$ cat src/rtl/i2c_arbiter_pkg.sv
// Shared I2C definitions: arbiter FSM encoding and the default transaction timeout.
package i2c_arbiter_pkg;

  typedef enum logic [1:0] {
    StIdle  = 2'd0,
    StStart = 2'd1,
    StWait  = 2'd2,
    StDone  = 2'd3
  } arb_state_e;

  localparam int unsigned DefaultTimeout = 4096;

endpackage

$ cat src/rtl/i2c_arbiter_if.sv
// Link between the arbiter (master modport) and the shared I2C master core (slave modport).
interface i2c_arbiter_if;

  logic       m_enable;
  logic [6:0] m_addr;
  logic [7:0] m_wdata;
  logic       m_rw;
  logic       m_ready;
  logic [7:0] m_rdata;

  modport master (
    output m_enable, m_addr, m_wdata, m_rw,
    input  m_ready, m_rdata
  );

  modport slave (
    input  m_enable, m_addr, m_wdata, m_rw,
    output m_ready, m_rdata
  );

endinterface

$ cat src/rtl/i2c_arbiter_rr_select.sv
// Combinational round-robin pick: first set request after last_winner, wrapping N-1 -> 0.
module rr_select #(
  parameter int unsigned NUM_REQ = 4,
  parameter int unsigned IdxW    = 2
) (
  input  logic [NUM_REQ-1:0] req,
  input  logic [IdxW-1:0]    last,
  output logic [NUM_REQ-1:0] onehot,
  output logic [IdxW-1:0]    idx,
  output logic               valid
);

  int unsigned cand;

  always_comb begin
    onehot = '0;
    idx    = '0;
    valid  = 1'b0;
    cand   = 0;
    for (int unsigned k = 1; k <= NUM_REQ; k++) begin
      cand = (32'(last) + k) % NUM_REQ;
      if (!valid && req[cand]) begin
        valid        = 1'b1;
        onehot[cand] = 1'b1;
        idx          = IdxW'(cand);
      end
    end
  end

endmodule

$ cat src/rtl/i2c_arbiter.sv
// Round-robin arbiter sharing one I2C master among NUM_REQ requesters, with a START/WAIT
// timeout that aborts a stalled transaction and flags err alongside done.
module i2c_arbiter
  import i2c_arbiter_pkg::*;
#(
  parameter int unsigned NUM_REQ = 4,
  parameter int unsigned TIMEOUT = DefaultTimeout
) (
  input  logic                 clk,
  input  logic                 rst,
  input  logic [NUM_REQ-1:0]   req,
  input  logic [7*NUM_REQ-1:0] req_addr,
  input  logic [8*NUM_REQ-1:0] req_wdata,
  input  logic [NUM_REQ-1:0]   req_rw,
  output logic [NUM_REQ-1:0]   gnt,
  output logic [NUM_REQ-1:0]   done,
  output logic                 err,
  output logic [7:0]           rdata,
  output logic                 busy,
  i2c_arbiter_if.master        bus
);

  localparam int unsigned IdxW   = (NUM_REQ > 1) ? $clog2(NUM_REQ) : 1;
  localparam int unsigned CntW   = $clog2(TIMEOUT + 1);
  localparam logic [CntW-1:0] CntMax = CntW'(TIMEOUT - 1);

  arb_state_e          state_q, state_d;
  logic [NUM_REQ-1:0]  gnt_q, gnt_d;
  logic [IdxW-1:0]     idx_q, idx_d, last_q, last_d;
  logic [6:0]          addr_q, addr_d;
  logic [7:0]          wdata_q, wdata_d, rdata_q, rdata_d;
  logic                rw_q, rw_d, en_q, en_d, err_q, err_d;
  logic [CntW-1:0]     cnt_q, cnt_d;

  logic [NUM_REQ-1:0]  sel_onehot;
  logic [IdxW-1:0]     sel_idx;
  logic                sel_valid;

  rr_select #(
    .NUM_REQ (NUM_REQ),
    .IdxW    (IdxW)
  ) u_rr_select (
    .req    (req),
    .last   (last_q),
    .onehot (sel_onehot),
    .idx    (sel_idx),
    .valid  (sel_valid)
  );

  always_comb begin
    state_d = state_q;
    gnt_d   = gnt_q;
    idx_d   = idx_q;
    last_d  = last_q;
    addr_d  = addr_q;
    wdata_d = wdata_q;
    rw_d    = rw_q;
    en_d    = en_q;
    err_d   = 1'b0;
    rdata_d = rdata_q;
    cnt_d   = cnt_q;
    unique case (state_q)
      StIdle: begin
        if (bus.m_ready && sel_valid) begin
          gnt_d   = sel_onehot;
          idx_d   = sel_idx;
          addr_d  = req_addr[7*32'(sel_idx) +: 7];
          wdata_d = req_wdata[8*32'(sel_idx) +: 8];
          rw_d    = req_rw[sel_idx];
          en_d    = 1'b0;
          cnt_d   = '0;
          state_d = StStart;
        end
      end
      StStart: begin
        if (cnt_q == CntMax) begin
          en_d    = 1'b0;
          err_d   = 1'b1;
          state_d = StDone;
        end else if (en_q && !bus.m_ready) begin
          // Only an acknowledged enable counts as the master accepting the transfer.
          en_d    = 1'b0;
          cnt_d   = '0;
          state_d = StWait;
        end else begin
          en_d  = 1'b1;
          cnt_d = cnt_q + 1'b1;
        end
      end
      StWait: begin
        if (bus.m_ready) begin
          rdata_d = bus.m_rdata;
          state_d = StDone;
        end else if (cnt_q == CntMax) begin
          err_d   = 1'b1;
          state_d = StDone;
        end else begin
          cnt_d = cnt_q + 1'b1;
        end
      end
      StDone: begin
        gnt_d   = '0;
        last_d  = idx_q;
        cnt_d   = '0;
        state_d = StIdle;
      end
      default: state_d = StIdle;
    endcase
  end

  always_ff @(posedge clk or negedge rst) begin
    if (!rst) begin
      state_q <= StIdle;
      gnt_q   <= '0;
      idx_q   <= '0;
      last_q  <= IdxW'(NUM_REQ - 1);
      addr_q  <= '0;
      wdata_q <= '0;
      rw_q    <= 1'b0;
      en_q    <= 1'b0;
      err_q   <= 1'b0;
      rdata_q <= '0;
      cnt_q   <= '0;
    end else begin
      state_q <= state_d;
      gnt_q   <= gnt_d;
      idx_q   <= idx_d;
      last_q  <= last_d;
      addr_q  <= addr_d;
      wdata_q <= wdata_d;
      rw_q    <= rw_d;
      en_q    <= en_d;
      err_q   <= err_d;
      rdata_q <= rdata_d;
      cnt_q   <= cnt_d;
    end
  end

  assign gnt          = gnt_q;
  assign done         = (state_q == StDone) ? gnt_q : '0;
  assign err          = err_q;
  assign rdata        = rdata_q;
  assign busy         = (state_q != StIdle);
  assign bus.m_enable = en_q;
  assign bus.m_addr   = addr_q;
  assign bus.m_wdata  = wdata_q;
  assign bus.m_rw     = rw_q;

endmodule

$ cat src/flat_wrapper.sv
// flat-port wrapper written by rule: the top's interface ports become plain ports
module i2c_arbiter_flat import i2c_arbiter_pkg::*;
#(
  parameter int unsigned NUM_REQ = 4,
  parameter int unsigned TIMEOUT = DefaultTimeout
)
  (clk, rst, req, req_addr, req_wdata, req_rw, gnt, done, err, rdata, busy, bus_m_enable, bus_m_addr, bus_m_wdata, bus_m_rw, bus_m_ready, bus_m_rdata);
  i2c_arbiter_if bus_i ();
  input  logic clk;
  input  logic rst;
  input  logic [NUM_REQ-1:0] req;
  input  logic [7*NUM_REQ-1:0] req_addr;
  input  logic [8*NUM_REQ-1:0] req_wdata;
  input  logic [NUM_REQ-1:0] req_rw;
  output logic [NUM_REQ-1:0] gnt;
  output logic [NUM_REQ-1:0] done;
  output logic err;
  output logic [7:0] rdata;
  output logic busy;
  output wire logic [$bits(bus_i.m_enable)-1:0] bus_m_enable;
  output wire logic [$bits(bus_i.m_addr)-1:0] bus_m_addr;
  output wire logic [$bits(bus_i.m_wdata)-1:0] bus_m_wdata;
  output wire logic [$bits(bus_i.m_rw)-1:0] bus_m_rw;
  input wire logic [$bits(bus_i.m_ready)-1:0] bus_m_ready;
  input wire logic [$bits(bus_i.m_rdata)-1:0] bus_m_rdata;
  assign bus_m_enable = bus_i.m_enable;
  assign bus_m_addr = bus_i.m_addr;
  assign bus_m_wdata = bus_i.m_wdata;
  assign bus_m_rw = bus_i.m_rw;
  assign bus_i.m_ready = bus_m_ready;
  assign bus_i.m_rdata = bus_m_rdata;
  i2c_arbiter #(.NUM_REQ(NUM_REQ), .TIMEOUT(TIMEOUT)) u_core (.clk(clk), .rst(rst), .req(req), .req_addr(req_addr), .req_wdata(req_wdata), .req_rw(req_rw), .gnt(gnt), .done(done), .err(err), .rdata(rdata), .busy(busy), .bus(bus_i));
endmodule
$ cat config.mk
export PLATFORM = sky130hd
export DESIGN_NAME = i2c_arbiter_flat
export DESIGN_NICKNAME = d
export VERILOG_FILES = /design/src/rtl/i2c_arbiter_pkg.sv /design/src/rtl/i2c_arbiter_if.sv /design/src/rtl/i2c_arbiter_rr_select.sv /design/src/rtl/i2c_arbiter.sv /design/src/flat_wrapper.sv
export SDC_FILE = /design/constraint.sdc
export NUM_CORES = 1
export LEC_CHECK = 0
export CAP_MARGIN = 20
export CORE_UTILIZATION = 65
export CTS_BUF_LIST = sky130_fd_sc_hd__clkbuf_4
export CTS_CLUSTER_SIZE = 24
export DETAILED_ROUTE_END_ITERATION = 10
export DONT_BUFFER_PORTS = 1
export PLACE_DENSITY = 0.81
export RECOVER_POWER = 25
export SYNTH_ARGS = -nofsm -noshare
export SYNTH_HDL_FRONTEND = slang
export SYNTH_SLANG_ARGS = --single-unit
$ cat constraint.sdc
create_clock -name clk -period 4.95 [get_ports clk]
set_clock_uncertainty 0.1 [all_clocks]
set_input_delay 0.7425 -clock clk [delete_from_list [all_inputs] [get_ports clk]]
set_output_delay 0.7425 -clock clk [all_outputs]
set_load 0.01 [all_outputs]
# Yosys cells after proc, flatten, opt, wreduce, memory -nomap -nowiden
# Index checks and enable logic that the tools add are counted.
# op_classes
eq_ne	10
n_bitwise	3
n_reduce_logical	23
muxes	52
n_mul	1
n_shift	2
n_addsub	5
magnitude_cmp	9
# op_table
cell	count
13-bit 2-to-1 mux	5
13-bit case mux with 4 select lines	1
32-bit by 6-bit indexed part select with 8-bit output	1
28-bit by 6-bit indexed part select with 7-bit output	1
4-bit 2-to-1 mux	6
1-bit 2-to-1 mux	18
2-bit 2-to-1 mux	9
2-bit by 3-bit < comparator with 1-bit output, second input constant	5
13-bit by 1-bit adder with 13-bit output, second input constant	1
13-bit by 12-bit equality test with 1-bit output, second input constant	1
4-bit bitwise OR	3
1-bit binary-select mux with 2-bit select	5
1-bit logical AND	9
1-bit demux with 2-bit select	4
2-bit by 1-bit >= comparator with 1-bit output, second input constant	4
2-bit case mux with 4 select lines	1
4-bit case mux with 2 select lines	1
2-bit AND reduction	4
2-bit inequality test, second input constant	3
2-bit nonzero test	3
3-bit by 2-bit multiplier with 5-bit output, first input constant	1
2-bit by 1-bit adder with 2-bit output, second input constant	2
2-bit adder, second input constant	2
2-bit equality test, second input constant	2
other kinds (9)	13
# word_totals
out_inout_bits	35
input_bits	79
word_cells	116
regBits	49

# Longest topological paths before layout
# logic_depth
depth_word	16
depth_mapped	11
depth_no_buf	8

# Cells and area by module
# A second synthesis with hierarchy kept.
# hier_totals
cells_unflattened	306
hier_area_um2	3380.7
# by_module_without_submodules
mod	cells_each	instances	seq_area_each_um2	area_per_inst_um2
i2c_arbiter	220	1	1228.7	2751.4
rr_select	86	1	0.0	629.4

# Worst setup path before layout
# No wires, ideal clock.
# synth_timing
path_type	flip-flop to flip-flop
start	register u_core.last_q[1]
end	register u_core.addr_q[3] (netlist: u_core.bus.m_addr[3])
required_ns	4.715
synth_period_minus_slack_ns	2.970
n_path_buf	2
setup_ns	0.135
slack_ns	1.980
t_arrival_ns	2.736
path_stages_with_launch	11
path_cell_list	dfstp_2 buf_2 inv_1 ha_1 mux4_2 nor2b_4 or3_4 clkbuf_2 and3_1 a211oi_1 o31ai_1
# synth_between
elab_chain_len	15
word_cells_on_any_way	30
cone_classes	add/sub: 4; mul: 1; shift: 1; mux: 16; reduce/logical: 8
# synth_lines
element	line_no	text
start: declaration	i2c_arbiter.sv:29	logic [IdxW-1:0] idx_q, idx_d, last_q, last_d;
start signal: assignment	i2c_arbiter.sv:116	last_q <= IdxW'(NUM_REQ - 1);
start signal: assignment	i2c_arbiter.sv:128	last_q <= last_d;
2-bit by 1-bit adder with 2-bit output	i2c_arbiter_rr_select.sv:21	cand = (32'(last) + k) % NUM_REQ;
1-bit binary-select mux with 2-bit select	i2c_arbiter_rr_select.sv:22	if (!valid && req[cand]) begin
1-bit 2-to-1 mux (not written as such)	i2c_arbiter_rr_select.sv:22	
1-bit 2-to-1 mux	i2c_arbiter_rr_select.sv:22	
1-bit logical NOT	i2c_arbiter_rr_select.sv:22	
1-bit logical AND	i2c_arbiter_rr_select.sv:22	
1-bit 2-to-1 mux	i2c_arbiter_rr_select.sv:22	
1-bit logical NOT	i2c_arbiter_rr_select.sv:22	
1-bit logical AND	i2c_arbiter_rr_select.sv:22	
1-bit 2-to-1 mux	i2c_arbiter_rr_select.sv:22	
1-bit logical NOT	i2c_arbiter_rr_select.sv:22	
1-bit logical AND	i2c_arbiter_rr_select.sv:22	
2-bit 2-to-1 mux / 1-bit 2-to-1 mux (equally long branches)	i2c_arbiter_rr_select.sv:22	
3-bit by 2-bit multiplier with 5-bit output / 1-bit logical AND (equally long branches)	i2c_arbiter.sv:67, i2c_arbiter.sv:64	
28-bit by 6-bit indexed part select with 7-bit output / 2-bit AND reduction (equally long branches)	--	
end signal: assignment	i2c_arbiter.sv:129	addr_q <= addr_d;
end: declaration	i2c_arbiter.sv:30	logic [6:0] addr_q, addr_d;
# Several ways; a longest one is shown, not always the timed one. The select of a mux whose other input is x is not followed.
# A chain may end at the register's enable or synchronous reset.

# Worst setup path after layout
# layout_timing
start	register u_core.last_q[0]
end	register u_core.addr_q[6] (netlist: u_core.bus.m_addr[6])
# Same word-level chain as after synthesis.

==> metrics.txt <==
largest net degree at the start of global routing 48; XOR/XNOR share of the synthesized area 0%; Synth Warn # 0; crit path DAT between 3 and 4 ns; post-DP HPWL 5.27 mm; main combinational cell family by area after synthesis compound AO/OA/AOI/OAI gates; area share of and/or/nand/nor cells after synthesis 19.6%; CTS sink cnt between 40 and 50; violated checks max-capacitance violations, max-slew violations; initial core utilization 68.1%; Worst Hold Class primary input to async pin; area grow syn2layout 0.115%; die height 72.8 um; most common cell in the netlist dfrtp_1; DR vias/cell about 6.7; max_cap viols 1; Buffers & Inverters on Critical Path 1; Initial DRC Count 176; Synth top area share 36.1%; LEAKAGE ~1.5 nW; met3 wire length 532 um; WL met1 3.14 mm; Max transition margin -61.2%; worst path required time 5.12 ns; final hold viol count 0; Mapped Nets 431; CTS tree done; Clock Tree Root clkbuf_4; DRC 0; top sig layer met4; Critical Path End Type register; grt total ovfl 0; post-cts resize count 0; CP max stage delay 0.72 ns; Slew @ Worst Pin 2.42 ns; antenna violations before repair 0; largest area contributor in the netlist dfrtp_1; worst hold slack 0.110 ns; peak supply drop 0.000431 V; ys async rst share 100%; status finished with violations; multi-input logic area about 1800 um2; die area 5300 um2; WS Path Type register to register; share of layout cells above drive strength 1 10.1%; CTS clk-pin slew, worst paths 0.13 ns; H-tree depth 2; Synth top cells by count dfrtp_1, and3_1, a211oi_1; mux share of post-synthesis cell area ~6.8%; Met2 Wirelength between 3 and 4 mm; Critical Path, Cell by Cell inv_1 -> ha_1 -> mux4_2 -> nor2b_4 -> or3_4 -> nand2_2 -> a211oi_1 -> o31ai_1; power density cells 662 nW/um2; startpoint types register; Num CTS Buffers 5; fmax 279 MHz; hold_buf cts 1; DIE WIDTH 72.8 um; via count 2621; RSZ-0062 raised after global routing no; WL/cell 18.8 um; IO Count 114; maximum buffer depth of the clock tree 2; Final GP Congestion 0.938; fin util 68.2%; Cells after Synth about 340; minimum clock period 3.59 ns; top cells by area, synth dfrtp_1, a211oi_1, and3_1; Layout fillers slightly below 400; Final TNS setup 0 ns; Seq/Total Area, Yosys ~38%; Final nets 419; dominant synthesized flop cell dfrtp_1; Routed Antenna Nets 0; Rows 25; post-synthesis cell type count 51; Post-CTS Setup Inserts 0; diode count 0; kind of cell adding the most delay to the critical path simple AND/OR/NAND/NOR gates; post-synthesis compound-gate area fraction 24.9%; clk_lat worst skew 0.36 ns; Slew Limit Fails 48; drt pass-1 iters 4; Reg area around 1200 um2; number of port buffers 0; adder-cell share of the synthesized area 5.38%; vias in the first global route 2464; syn avg cell area just under 10 um2; Mapped Area 3260 um2; CP max stage cell dfstp_2; Post-synth EDFFs 0; Worst Path Max Fanout 33; # setup viols final 0; Total GRT Usage between 20 and 30%; first-pass GRT wire length 11.9 mm; Yosys reg bits 49; fin crit share between 70 and 80%; WL final 7.38 mm; Core ar. around 4800 um2
## cell families after synthesis
group / count (synthesis)
AO/OA/AOI/OAI: 110
adder cells (fa/ha/maj): 14
buffers and inverters: 30
AND/OR/NAND/NOR: 119
multiplexers: 16
flip-flops: 49
## worst register-to-register path, delay by kind of cell, from the launching register on
family                   cells  cell delay (ns)
AO/OA/AOI/OAI                2             0.46
adder cells (fa/ha/maj)      1             0.45
buffers and inverters        1             0.21
flip-flops                   1             0.72
multiplexers                 1             0.40
AND/OR/NAND/NOR              3             1.17
## flip-flops by register name, indices dropped and copies added (netlist names), 2 cells and up
| register | count |
|---|---|
| u_core.cnt_q | 13 |
| u_core.rdata | 8 |
| u_core.last_q | 2 |
| u_core.bus.m_addr | 7 |
| u_core.gnt | 4 |
| u_core.idx_q | 2 |
| u_core.bus.m_wdata | 8 |
| u_core.state_q | 2 |
## layout by cell type (no fill, tap or decap), types with 2 or more instances in the layout
cell type | netlist | layout
dfrtp_1 | 47 | 47
and3_1 | 36 | 36
a211oi_1 | 32 | 32
nand2_1 | 28 | 28
o31ai_1 | 22 | 22
o21ai_0 | 21 | 21
nor2_1 | 19 | 19
ha_1 | 14 | 14
mux2_2 | 10 | 10
nand3_1 | 9 | 9
inv_1 | 7 | 7
and2_1 | 7 | 7
clkbuf_4 | 0 | 6
nand2b_1 | 5 | 5
nor2b_1 | 4 | 4
mux4_2 | 4 | 4
a22oi_1 | 4 | 4
a221o_1 | 4 | 4
a22o_1 | 4 | 4
a21oi_1 | 4 | 4
buf_4 | 2 | 3
and4_1 | 2 | 2
nor3_1 | 2 | 2
o21ai_2 | 2 | 2
a221oi_1 | 2 | 2
mux2i_1 | 2 | 2
o21ai_1 | 2 | 2
o21bai_1 | 2 | 2
dfstp_2 | 2 | 2
## layer usage
| metal | track usage (%) | vias up |
|---|---|---|
| met3 | 6.91 | 11 |
| li1 | - | 1245 |
| met4 | 8.71 | 0 |
| met1 | 37.7 | 1255 |
| met2 | 48.2 | 110 |
| met5 | 0 | - |
## report_power, final
part | switching (W) | internal [W] | total (W)
Combinational | 0.000747 | 0.000498 | 0.00125
Clock | 0.000121 | 0.0000574 | 0.000178
Sequential | 0.000187 | 0.000548 | 0.000735
Total | 0.00105 | 0.00110 | 0.00216
## final timing paths
kind / startpoint / end / cells after the start / slack, ns
min reg2reg: u_core.cnt_q[11] / u_core.cnt_q[11] / 1 / 0.39
max: u_core.last_q[0] / u_core.bus.m_addr[6] / 8 / 1.36
max reg2reg: u_core.last_q[0] / u_core.bus.m_addr[6] / 8 / 1.36
min: rst / u_core.last_q[0] / 0 / 0.11
max in group asynchronous: rst / u_core.bus.m_wdata[7] / 1 / 2.39
min in group clk: u_core.cnt_q[11] / u_core.cnt_q[11] / 1 / 0.39
## metrics by stage
stage	setup WS [ns]	power (W)	instances	instance area, um2
after floorplan	1.98	0.00181	338	3260
after global placement	1.52	0.00193	385	3210
after detailed placement	1.35	0.00198	385	3210
after CTS	1.35	0.00216	393	3290
after global routing	1.17	0.00234	393	3260
final	1.36	0.00216	393	3260
## layout make-up
cell class              instances  share of cell area (%)
clock buffers                   6                    1.38
clock inverters                 1                   0.115
inverters                       7                   0.806
multi-input cells             259                    56.7
flip-flops and latches         49                    37.7
well taps                      67                    2.57
repair buffers                  4                   0.806
No activity file was read; power rests on OpenSTA's default activity.
